**config.mk**
```make
export PLATFORM = sky130hd
export DESIGN_NAME = imem_loader
export DESIGN_NICKNAME = d
export VERILOG_FILES = /design/src/rtl/imem_loader.sv
export SDC_FILE = /design/constraint.sdc
export NUM_CORES = 1
export LEC_CHECK = 0
export ABC_AREA = 1
export ABC_CLOCK_PERIOD_IN_PS = 2600
export BUFFER_PORTS_ARGS = -buffer_cell sky130_fd_sc_hd__buf_2
export CAP_MARGIN = 20
export CORE_MARGIN = 2
export CORE_UTILIZATION = 59
export CTS_CLUSTER_DIAMETER = 200
export DETAILED_ROUTE_END_ITERATION = 8
export PLACE_DENSITY = 0.81
export SETUP_SLACK_MARGIN = 0.2
export SLEW_MARGIN = 20
export SYNTH_ARGS = -nofsm -noshare
export SYNTH_HDL_FRONTEND = slang
export SYNTH_SLANG_ARGS = --single-unit
```
**constraint.sdc**
```tcl
create_clock -name clk_i -period 2.6 [get_ports clk_i]
set_input_delay 0.13 -clock clk_i [delete_from_list [all_inputs] [get_ports clk_i]]
set_output_delay 0.13 -clock clk_i [all_outputs]
set_load 0.02 [all_outputs]
```
**src/rtl/imem_loader.sv**
```systemverilog
// Boot-time instruction-memory loader: assembles little-endian byte pairs into
// 16-bit words, writes them from address 0 upward, then verifies a 16-bit checksum.
module imem_loader #(
    parameter int ADDR_W = 10
) (
    input  logic              clk_i,
    input  logic              rst_i,
    input  logic              start_i,
    input  logic [ADDR_W:0]   length_i,
    input  logic [7:0]        byte_in_i,
    input  logic              byte_valid_i,
    output logic              byte_ready_o,
    output logic [ADDR_W-1:0] mem_addr_o,
    output logic [15:0]       mem_data_o,
    output logic              mem_we_o,
    output logic              cpu_hold_o,
    output logic              busy_o,
    output logic              done_o,
    output logic              error_o
);

    typedef enum logic [2:0] {
        IDLE, LO, HI, WRITE, CK_LO, CK_HI, DONE
    } state_t;

    localparam logic [ADDR_W:0] MAX_LEN = {1'b1, {ADDR_W{1'b0}}};
    localparam logic [ADDR_W:0] ONE     = {{ADDR_W{1'b0}}, 1'b1};

    state_t            state_q, state_d;
    logic [ADDR_W-1:0] cnt_q, cnt_d;
    logic [ADDR_W:0]   len_q, len_d;
    logic [7:0]        lo_q, lo_d;
    logic [15:0]       data_q, data_d;
    logic [15:0]       acc_q, acc_d;
    logic [7:0]        ck_lo_q, ck_lo_d;
    logic              err_q, err_d;
    logic              byteReady;
    logic              xfer;
    logic [ADDR_W:0]   lenClamped;

    always_ff @(posedge clk_i or posedge rst_i) begin
        if (rst_i) begin
            state_q <= IDLE;
            cnt_q   <= '0;
            len_q   <= '0;
            lo_q    <= '0;
            data_q  <= '0;
            acc_q   <= '0;
            ck_lo_q <= '0;
            err_q   <= 1'b0;
        end else begin
            state_q <= state_d;
            cnt_q   <= cnt_d;
            len_q   <= len_d;
            lo_q    <= lo_d;
            data_q  <= data_d;
            acc_q   <= acc_d;
            ck_lo_q <= ck_lo_d;
            err_q   <= err_d;
        end
    end

    assign byteReady  = (state_q == LO) || (state_q == HI) ||
                        (state_q == CK_LO) || (state_q == CK_HI);
    assign xfer       = byteReady && byte_valid_i;
    assign lenClamped = (length_i > MAX_LEN) ? MAX_LEN : length_i;

    always_comb begin
        state_d = state_q;
        cnt_d   = cnt_q;
        len_d   = len_q;
        lo_d    = lo_q;
        data_d  = data_q;
        acc_d   = acc_q;
        ck_lo_d = ck_lo_q;
        err_d   = err_q;
        unique case (state_q)
            IDLE, DONE: begin
                if (start_i) begin
                    len_d   = lenClamped;
                    cnt_d   = '0;
                    acc_d   = '0;
                    err_d   = 1'b0;
                    state_d = (lenClamped == '0) ? CK_LO : LO;
                end
            end
            LO: begin
                if (xfer) begin
                    lo_d    = byte_in_i;
                    state_d = HI;
                end
            end
            HI: begin
                if (xfer) begin
                    data_d  = {byte_in_i, lo_q};
                    state_d = WRITE;
                end
            end
            WRITE: begin
                acc_d = acc_q + data_q;
                // Stop at Length-1 so a full-depth load never wraps the address back to 0.
                if ({1'b0, cnt_q} == len_q - ONE) begin
                    state_d = CK_LO;
                end else begin
                    cnt_d   = cnt_q + 1'b1;
                    state_d = LO;
                end
            end
            CK_LO: begin
                if (xfer) begin
                    ck_lo_d = byte_in_i;
                    state_d = CK_HI;
                end
            end
            CK_HI: begin
                if (xfer) begin
                    err_d   = ({byte_in_i, ck_lo_q} != acc_q);
                    state_d = DONE;
                end
            end
            default: state_d = IDLE;
        endcase
    end

    assign byte_ready_o = byteReady;
    assign mem_we_o     = (state_q == WRITE);
    assign mem_addr_o   = cnt_q;
    assign mem_data_o   = data_q;
    assign busy_o       = (state_q != IDLE) && (state_q != DONE);
    assign cpu_hold_o   = (state_q != DONE);
    assign done_o       = (state_q == DONE);
    assign error_o      = err_q;

endmodule
```
==> impl_metrics.env, run 1 <==
export IMPL_outcome="completed"
export IMPL_portBuffers=54
export IMPL_slew_limit_headroom_pct=42.8
export IMPL_cts_tree="built"
export IMPL_share_of_synthesized_area_spent_on_multiplexers_pct=2.00
export IMPL_hold_start="length_i[9]"
export IMPL_boundaryPins=55
export IMPL_finalWeightedCongestion=0.971
export IMPL_timing_final_crit_period_ns=2.10
export IMPL_setup_viol=0
export IMPL_combinational_family_with_the_most_area_after_synthesis="simple AND/OR/NAND/NOR gates"
export IMPL_synth_ff_latch_count=73
export IMPL_routed_via_density=5.60
export IMPL_die_area_mm2=0.00836
export IMPL_synth_fp_nets=616
export IMPL_cts_htree_levels=3
export IMPL_grt_max_degree=32
export IMPL_cts_root_buf="clkbuf_8"
export IMPL_vdd_ir_drop_max_uv=720
export IMPL_synth_avg_cell_area_um2=7.84
export IMPL_dpl_hpwl_um=8360
export IMPL_drt_pre_antenna_iters=5
export IMPL_worst_path_most_repeated_cell="nand2_1"
export IMPL_finalCritPeriodShare_pct=80.7
export IMPL_layout_commonest_cell="nand2_1"
export IMPL_clk_latency_ns=0.35
export IMPL_min_delay_path_depth=3
export IMPL_post_synth_simple_gate_area_pct=27.6
export IMPL_timing_reg2reg_setup_slack_ns=0.50
export IMPL_crit_chain="inv_1, ha_2, inv_1, nand2_1, nand2_1, nand2_1, nand2_1, nor2_1, nand4_1, nor2_4, nand4_4, nand2_4, nand2_1, nand2_1"
export IMPL_power_static_leakage_uw=0.00274
export IMPL_number_of_global_route_vias_before_repair=4191
export IMPL_seq_area_frac_synth_pct=40.5
export IMPL_clockBufferDepth=2
export IMPL_synthesis_yosys_warnings=0
export IMPL_fp_coreArea_mm2=0.00733
export IMPL_fin_hold_ws_ns=0.0318
export IMPL_num_vias=4120
export IMPL_number_of_synthesized_flops_with_an_enable_pin=0
export IMPL_route_antenna_remaining_nets=0
export IMPL_mappedNetlistArea_mm2=0.00451
export IMPL_crit_path_max_fanout=10
export IMPL_totalWireLength_um=11400
export IMPL_synth_async_reset_ratio_pct=100
export IMPL_crit_slowest_cell="dfrtp_1"
export IMPL_element_type_at_the_critical_path_start="flip-flop"
export IMPL_synth_fa_ha_area_share_pct=5.16
export IMPL_fp_row_count=31
export IMPL_global_route_overflow_total=0
export IMPL_initial_core_util_pct=61.5
export IMPL_rsz0062_at_grt="false"
export IMPL_register_clock_pin_slew_on_the_reported_worst_setup_and_hold_paths_ns=0.08
export IMPL_setup_fix_buffers_added_after_clock_tree_synthesis=0
export IMPL_r2r_end="mem_addr_o[5]"
export IMPL_antennaDiodeCount=0
export IMPL_cp_top_family="simple AND/OR/NAND/NOR gates"
export IMPL_fp_dieW_um=91.4
export IMPL_skew_ns=0.00736
export IMPL_max_cap_violations=0
export IMPL_slowest_delay_ns=0.42
export IMPL_cts_buffers_inserted=9
export IMPL_chipHeight_um=91.4
export IMPL_timing_fmax_ghz=0.477
export IMPL_finalHoldViolations=0
export IMPL_antenna_found_initial=0
export IMPL_final_nets=673
export IMPL_worst_hold_path_type="input port to flip-flop"
export IMPL_yosys_cell_types_count=42
export IMPL_most_common_layout_cells="nand2_1, dfrtp_1, inv_1, buf_2, o21ai_0"
export IMPL_max_slew_worst_pin_slew_ns=0.855
export IMPL_synth_main_ff_cell="dfrtp_1"
export IMPL_layout_drive_gt1_share_pct=18.4
export IMPL_worstPathRequired_ns=2.89
export IMPL_grt_use_total_pct=29.1
export IMPL_drt_drc_violations_left=0
export IMPL_rr_worst_depth=14
export IMPL_whs_endpoint="len_q[9]"
export IMPL_end_kind="flip-flop"
export IMPL_layout_stage_area_growth_over_the_synthesis_result_pct=13.8
export IMPL_grt_first_pass_wirelength_um=19400
export IMPL_final_number_of_max_transition_violations=0
export IMPL_cts_sinks=73
export IMPL_power_per_cell_area_mw_per_mm2=1180
export IMPL_regToRegStartpoint="len_q[0]"
export IMPL_critPathArrivalTime_ns=2.39
export IMPL_fin_setup_tns_ns=0
export IMPL_worstSetupPathType="flip-flop to flip-flop"
export IMPL_number_of_buffers_and_inverters_on_the_critical_path=2
export IMPL_synth_compound_gate_area_share_pct=12.0
export IMPL_initialDrtViolationCount=267
export IMPL_synthesis_instances=575
export IMPL_synth_xor_area_share_pct=5.63
export IMPL_detail_route_wl_per_cell_um=15.5
area by class of cell:
| class | count | area (um^2) |
|---|---|---|
| fill | 602 | 2200 |
| clock buffer | 9 | 124 |
| timing repair buffer | 58 | 315 |
| tap | 99 | 124 |
| sequential | 73 | 1830 |
| clock inverter | 7 | 119 |
| inverter | 67 | 256 |
| multi-input combinational | 423 | 2370 |
kinds of logic after synthesis:
family,count (synthesis)
fa+ha+maj,18
buf+inv,79
xor+xnor,29
compound gates,99
flops,73
simple gates,269
mux,8
per-stage QoR:
stage	instances	worst slack [ns]	utilization, %	total power (uW)	area, um^2
after global routing	736	0.271	70.0	6560	5130
after detailed placement	719	0.489	66.5	4930	4880
after global placement	719	0.631	66.5	4780	4880
after floorplan	575	0.617	-	4160	4510
after CTS	736	0.458	70.0	6040	5130
final	736	0.502	70.0	6070	5130
flip-flops by register name, indices dropped and copies added, names as in the netlist:
register	cells
error_o	1
lo_q	8
len_q	11
state_q	3
acc_q	16
mem_addr_o	10
ck_lo_q	8
mem_data_o	16
where the power goes:
part           internal, uW  switching, uW
registers              1500            379
clock network           637            452
logic                  1080           2020
how the worst max path moves through the flow:
stage          cells past startpoint            end     start
2_1_floorplan                      1       acc_q[0]     rst_i
3_3_place_gp                      14  mem_addr_o[2]  len_q[0]
3_5_place_dp                      14  mem_addr_o[5]  len_q[0]
4_1_cts                           14  mem_addr_o[5]  len_q[0]
5_1_grt                           14  mem_addr_o[0]  len_q[0]
6_report                          14  mem_addr_o[5]  len_q[0]
worst register-to-register path: stages, from the launching register on:
cell,delay (ns)
dfrtp_1,0.42
inv_1,0.14
ha_2,0.29
inv_1,0.06
nand2_1,0.07
nand2_1,0.06
nand2_1,0.08
nand2_1,0.05
nor2_1,0.09
nand4_1,0.13
nor2_4,0.14
nand4_4,0.18
nand2_4,0.18
nand2_1,0.07
nand2_1,0.08
cells in the mapped netlist (all sizes together), types with 2 or more instances:
cell    instances  share of area [%]
a211oi          2               0.33
a21o            3               0.50
a21oi          20                2.2
a22o            2               0.39
buf             7               0.92
clkbuf          5               0.50
dfrtp          73                 40
ha             17                4.7
inv            67                5.7
mux2            8                2.0
nand2         157                 14
nand3          43                5.0
nand3b          3               0.50
nand4          11                1.9
nor2           48                5.2
nor3            2               0.47
nor4            3               0.42
o21ai          59                6.5
o22ai           8                1.1
or2             2               0.28
xnor2           6                1.2
xor2           23                4.5
metal layers:
layer / global-route usage [%] / vias to the layer above / part of all wire (%)
li1: - / 2005 / -
met1: 35.4 / 1942 / 41
met2: 50.4 / 149 / 51
met3: 4.98 / 24 / 5.1
met4: 12.8 / 0 / 2.9
met5: 0 / - / 0
repair_timing:
action,CTS,global route
setup endpoints to repair,0,7
resized for setup,0,1
hold endpoints to repair,24,0
hold buffers,1,0
Note: power is estimated with default switching activity, not from simulation.
==> inputs of run 2 (changes only) <==
Settings changed: ABC_AREA 1 to 0, ABC_CLOCK_PERIOD_IN_PS 2600 to 2170, CORE_UTILIZATION 59 to 58, PLACE_DENSITY 0.81 to 0.8.
Clock period 2.6 ns to 2.17 ns, I/O delays scaled along.
==> impl_metrics.env, run 2 <==
export IMPL_cts_sinks=73
export IMPL_skew_ns=0.00985
export IMPL_final_nets=602
export IMPL_mappedNetlistArea_mm2=0.00429
export IMPL_finalCritPeriodShare_pct=117
export IMPL_share_of_synthesized_area_spent_on_multiplexers_pct=9.09
export IMPL_synth_avg_cell_area_um2=9.92
export IMPL_detail_route_wl_per_cell_um=19.8
export IMPL_multi_input_area_mm2=0.00271
export IMPL_source_of_the_critical_timing_path="mem_data_o[0]"
export IMPL_crit_path_max_fanout=3
export IMPL_synth_fa_ha_area_share_pct=5.42
export IMPL_worstSetupPathType="flip-flop to flip-flop"
export IMPL_yosys_cell_count_top_type="dfrtp_1"
export IMPL_global_route_overflow_total=0
export IMPL_seq_area_frac_synth_pct=42.5
export IMPL_initial_core_util_pct=59.5
export IMPL_post_route_worst_setup_slack_ns=-0.363
export IMPL_critPathArrivalTime_ns=2.76
export IMPL_initialDrtViolationCount=267
export IMPL_synth_xor_area_share_pct=9.18
export IMPL_max_cap_violations=0
export IMPL_element_type_at_the_critical_path_start="flip-flop"
export IMPL_synth_ff_latch_count=73
export IMPL_die_area_mm2=0.00811
export IMPL_synthesis_instances=433
export IMPL_worst_hold_path_type="input port to flip-flop"
export IMPL_synth_async_reset_ratio_pct=100
export IMPL_synthesis_yosys_warnings=0
export IMPL_num_vias=4107
export IMPL_netlist_top_cells_area="dfrtp_1, mux2_2, xnor2_1"
export IMPL_antenna_found_initial=0
export IMPL_most_common_layout_cells="dfrtp_1, buf_4, buf_2, xnor2_1, mux2_2"
export IMPL_boundaryPins=55
export IMPL_power_static_leakage_uw=0.00271
export IMPL_grt_first_pass_wirelength_um=19700
export IMPL_grt_max_degree=34
export IMPL_fp_coreArea_mm2=0.00721
export IMPL_routed_via_density=6.18
export IMPL_totalWireLength_um=13100
export IMPL_layout_commonest_cell="dfrtp_1"
export IMPL_clk_latency_ns=0.36
export IMPL_register_area_mm2=0.00183
export IMPL_worstPathRequired_ns=2.40
export IMPL_timing_fmax_ghz=0.395
export IMPL_regToRegStartpoint="mem_data_o[0]"
export IMPL_final_number_of_max_transition_violations=0
export IMPL_finalHoldViolations=0
export IMPL_hold_start="length_i[9]"
export IMPL_combinational_family_with_the_most_area_after_synthesis="simple AND/OR/NAND/NOR gates"
export IMPL_cts_htree_levels=3
export IMPL_dpl_hpwl_um=7950
export IMPL_timing_final_crit_period_ns=2.53
export IMPL_synth_main_ff_cell="dfrtp_1"
export IMPL_finalWeightedCongestion=0.857
export IMPL_antennaDiodeCount=0
export IMPL_number_of_synthesized_flops_with_an_enable_pin=0
export IMPL_fp_row_count=31
export IMPL_end_kind="flip-flop"
export IMPL_cts_buffers_inserted=9
export IMPL_final_fill_count=397
export IMPL_timing_reg2reg_setup_slack_ns=-0.36
export IMPL_power_per_cell_area_mw_per_mm2=1610
export IMPL_fin_hold_ws_ns=0.00472
export IMPL_largest_area_contributor_in_the_netlist="dfrtp_1"
export IMPL_layoutNonFillerInstCount=665
export IMPL_drt_drc_violations_left=0
export IMPL_synth_fp_nets=474
export IMPL_synth_top_area_share_pct=42.5
export IMPL_grt_use_total_pct=30.6
export IMPL_cts_root_buf="clkbuf_8"
export IMPL_number_of_global_route_vias_before_repair=4028
export IMPL_synthTopCellsByCount="dfrtp_1, xnor2_1, mux2_2"
export IMPL_register_clock_pin_slew_on_the_reported_worst_setup_and_hold_paths_ns=0.08
export IMPL_layout_stage_area_growth_over_the_synthesis_result_pct=38.6
export IMPL_portBuffers=54
export IMPL_clockBufferDepth=2
export IMPL_dp_cells=625
export IMPL_drt_pre_antenna_iters=5
export IMPL_violations="setup timing"
export IMPL_cts_tree="built"
export IMPL_slew_limit_headroom_pct=64.8
export IMPL_post_synth_simple_gate_area_pct=18.0
export IMPL_fp_dieW_um=90.0
export IMPL_route_antenna_remaining_nets=0
export IMPL_yosys_cell_types_count=58
export IMPL_max_slew_worst_pin_slew_ns=0.525
export IMPL_rsz0062_at_grt="true"
export IMPL_vdd_ir_drop_max_uv=925
export IMPL_setup_viol=20
export IMPL_chipHeight_um=90.0
export IMPL_synth_compound_gate_area_share_pct=12.1
export IMPL_layout_drive_gt1_share_pct=43.5
export IMPL_outcome="finished with violations"
run 2: changes by cell type in the layout (fill, tap and decap cells not counted), moves of 18 or more:
| cell | delta |
|---|---|
| xnor2_1 | +26 |
| nor2_1 | -18 |
| o21ai_0 | -31 |
| inv_1 | -49 |
| nand2_1 | -122 |
| mux2_2 | +24 |
| buf_4 | +64 |
run 2: critical path: stages (launching register included):
cell and delay (ns):
dfrtp_2 0.43, ha_4 0.17, fa_2 0.35, a21o_1 0.18
a21oi_2 0.20, o21ai_2 0.10, o31a_1 0.33, a41oi_4 0.26
a21oi_2 0.10, xnor2_1 0.18, o21ai_1 0.10
run 2: logic make-up after synthesis:
| logic type | after synthesis |
|---|---|
| flops | 73 |
| compound gates | 83 |
| simple gates | 145 |
| buf+inv | 34 |
| mux | 35 |
| xor+xnor | 45 |
| fa+ha+maj | 18 |
run 2: metrics by stage:
| stage | utilization (%) | instance area, um^2 | total power, uW | setup TNS (ns) | setup WS (ns) |
|---|---|---|---|---|---|
| 6_report | 82.5 | 5950 | 9560 | -5.42 | -0.363 |
| 5_1_grt | 82.5 | 5950 | 10100 | -6.95 | -0.435 |
| 4_1_cts | 79.1 | 5710 | 8770 | -3.34 | -0.291 |
| 3_5_place_dp | 71.7 | 5170 | 7070 | -6.15 | -0.494 |
| 3_3_place_gp | 71.7 | 5170 | 6840 | -4.57 | -0.390 |
| 2_1_floorplan | - | 4430 | 5480 | -3.91 | -0.340 |
run 2: worst paths after layout:
| kind | cells past startpoint | end |
|---|---|---|
| max in group asynchronous | 4 | mem_data_o[6] |
| max | 10 | acc_q[12] |
| min | 3 | len_q[9] |
| min in group asynchronous | 3 | mem_addr_o[6] |
| min reg2reg | 1 | lo_q[7] |
| max reg2reg | 10 | acc_q[12] |
run 2: final cells by class:
class,count,area share (%)
Clock buffer,11,2.21
Clock inverter,5,1.75
Inverter,10,0.631
Multi-Input combinational cell,326,45.6
Sequential cell,73,30.8
Tap cell,99,2.08
Timing Repair Buffer,141,17.0
run 2: metal layers:
metal	wire length [um]	part of all wire, %	GRT usage, %
met3	645	4.9	5.28
met2	6770	51	53.6
met4	732	5.6	14.9
met1	5000	38	36.4
met5	0	0	0
run 2: report_power, final:
group          switching (uW)  internal (uW)
Sequential                551           1910
Clock                     524            765
Combinational            2970           2850
Total                    4040           5520
run 2: what timing repair did:
action                                  4_1_cts  5_1_grt
pin swaps                                    24       20
endpoints found under the setup margin       28       26
gates resized for setup                      41       37
gates cloned                                  0        0
hold buffers                                  5        0
hold endpoints to repair                     23        0
buffers inserted                              9       10
==> inputs of run 3 (changes only) <==
Settings changed: CORE_UTILIZATION 58 to 60, CTS_BUF_LIST set to sky130_fd_sc_hd__clkbuf_4, PLACE_DENSITY 0.8 to 0.82.
==> impl_metrics.env, run 3 (synthesis gave the netlist of run 2 again) <==
export IMPL_worstPathRequired_ns=2.50
export IMPL_end_kind="flip-flop"
export IMPL_register_area_mm2=0.00183
export IMPL_slew_limit_headroom_pct=57.1
export IMPL_detail_route_wl_per_cell_um=23.5
export IMPL_antennaDiodeCount=0
export IMPL_global_route_overflow_total=0
export IMPL_post_place_ws_ns=-0.518
export IMPL_cts_htree_levels=3
export IMPL_post_route_worst_setup_slack_ns=-0.514
export IMPL_slowest_delay_ns=0.46
export IMPL_routed_wl_met2_um=7660
export IMPL_drt_drc_violations_left=0
export IMPL_layout_commonest_cell="buf_4"
export IMPL_timing_final_crit_period_ns=2.68
export IMPL_cts_sinks=73
export IMPL_num_vias=4541
export IMPL_element_type_at_the_critical_path_start="flip-flop"
export IMPL_final_fill_count=325
export IMPL_crit_slowest_cell="dfrtp_1"
export IMPL_dp_cells=622
export IMPL_final_number_of_max_transition_violations=0
export IMPL_initialDrtViolationCount=475
export IMPL_routed_via_density=6.66
export IMPL_dr_wl_met3_um=1510
export IMPL_most_common_layout_cells="buf_4, dfrtp_1, buf_2, xnor2_1, mux2_2"
export IMPL_violations="setup timing"
export IMPL_antenna_found_initial=0
export IMPL_grt_use_total_pct=35.1
export IMPL_timing_fmax_ghz=0.373
export IMPL_grt_max_degree=74
export IMPL_vdd_ir_drop_max_uv=1300
export IMPL_crit_chain="buf_6, fa_2, a21o_1, a21oi_2, o21ai_2, o31a_1, a21oi_1, nor2b_1, o311ai_4, nand2_1"
export IMPL_chipHeight_um=88.6
export IMPL_finalCritPeriodShare_pct=124
export IMPL_worstSetupPathType="flip-flop to flip-flop"
export IMPL_fp_coreArea_mm2=0.00687
export IMPL_multi_input_area_mm2=0.00269
export IMPL_layout_drive_gt1_share_pct=43.7
export IMPL_setup_viol=22
export IMPL_fp_dieW_um=88.6
export IMPL_rr_worst_depth=10
export IMPL_worst_hold_path_type="input port to flip-flop"
export IMPL_final_nets=622
export IMPL_register_clock_pin_slew_on_the_reported_worst_setup_and_hold_paths_ns=0.13
export IMPL_initial_core_util_pct=62.5
export IMPL_finalWeightedCongestion=0.914
export IMPL_skew_ns=0.0155
export IMPL_min_delay_path_depth=2
export IMPL_outcome="finished with violations"
export IMPL_cts_buffers_inserted=9
export IMPL_die_area_mm2=0.00785
export IMPL_totalWireLength_um=16000
export IMPL_crit_path_max_fanout=3
export IMPL_design_power_total_uw=9990
export IMPL_layoutNonFillerInstCount=682
export IMPL_critPathArrivalTime_ns=3.01
export IMPL_fp_row_count=30
export IMPL_drt_met1_wl_um=5670
export IMPL_top_layer_used="met4"
export IMPL_cts_tree="built"
export IMPL_number_of_global_route_vias_before_repair=4221
export IMPL_cts_root_buf="clkbuf_4"
export IMPL_rsz0062_at_grt="true"
export IMPL_route_antenna_remaining_nets=0
export IMPL_dpl_hpwl_um=7910
export IMPL_clk_latency_ns=0.45
export IMPL_portBuffers=54
export IMPL_clockBufferDepth=2
export IMPL_max_slew_worst_pin_slew_ns=0.643
export IMPL_boundaryPins=55
export IMPL_grt_first_pass_wirelength_um=20700
export IMPL_power_static_leakage_uw=0.00277
export IMPL_power_per_cell_area_mw_per_mm2=1650
export IMPL_finalHoldViolations=0
export IMPL_max_cap_violations=0
export IMPL_layout_stage_area_growth_over_the_synthesis_result_pct=41.2
export IMPL_drt_pre_antenna_iters=8
==> run 3: cell types whose count changed in the layout (fill, tap and decap cells not counted), moves of 2 or more <==
cell,before,now
clkbuf_8,9,0
o21ai_0,17,15
dlygate4sd3_1,5,19
buf_4,66,73
clkbuf_4,0,9
clkbuf_1,2,0
clkinvlp_4,0,2
==> run 3: power by group <==
part / switching [uW] / leakage [uW] / internal, uW / total [uW]
Combinational: 3370 / 0.00174 / 3030 / 6400
Sequential: 579 / 0.000932 / 1900 / 2480
Clock: 530 / 0.0000921 / 582 / 1110
Total: 4480 / 0.00277 / 5520 / 9990
==> run 3: worst max-delay path, delay by kind of cell, from the launching register on <==
family	cells	cell delay [ns]
AOI/OAI and AO/OA	6	1.30
and+or+nand+nor	2	0.24
buffers and inverters	1	0.16
DFF	1	0.46
adders and majority gates	1	0.39
==> run 3: through the flow <==
step           utilization [%]  area, um^2  hold WS [ns]  setup TNS [ns]
3_3_place_gp              75.2        5170         0.216           -4.59
6_report                  88.3        6060        0.0104           -7.41
5_1_grt                   88.3        6060       -0.0154           -8.97
2_1_floorplan                -        4430         0.241           -3.91
4_1_cts                   84.0        5770       0.00445           -4.41
3_5_place_dp              75.2        5170         0.219           -6.01
==> run 3: final cells by class <==
type	instances	share of cell area (%)
Clock buffer	9	1.11
Clock inverter	7	1.96
Inverter	10	0.619
Multi-Input combinational cell	326	44.3
Sequential cell	73	30.2
Tap cell	96	1.98
Timing Repair Buffer	161	19.8
==> run 3: final timing paths <==
| kind | from | end | slack, ns |
|---|---|---|---|
| hold / removal | byte_in_i[4] | lo_q[4] | 0.01 |
| hold reg to reg | lo_q[4] | mem_data_o[4] | 0.53 |
| max in group asynchronous | rst_i | mem_data_o[6] | 1.56 |
| setup reg to reg | acc_q[1] | acc_q[10] | -0.51 |
| setup / recovery | acc_q[1] | acc_q[10] | -0.51 |
| min in group asynchronous | rst_i | mem_data_o[8] | 0.26 |
==> run 3: per-layer routing <==
| metal | GRT usage (%) | vias up |
|---|---|---|
| met1 | 39.7 | 2203 |
| li1 | - | 1841 |
| met5 | 0 | - |
| met3 | 9.33 | 126 |
| met4 | 19.0 | 0 |
| met2 | 60.4 | 371 |
==> run 3: timing repair <==
| action | CTS | global route |
|---|---|---|
| hold buffers | 19 | 0 |
| setup buffers | 11 | 14 |
| setup endpoints to repair | 24 | 26 |
| resized for setup | 35 | 46 |
| pin swaps | 17 | 23 |
| endpoints found under the hold margin | 103 | 0 |
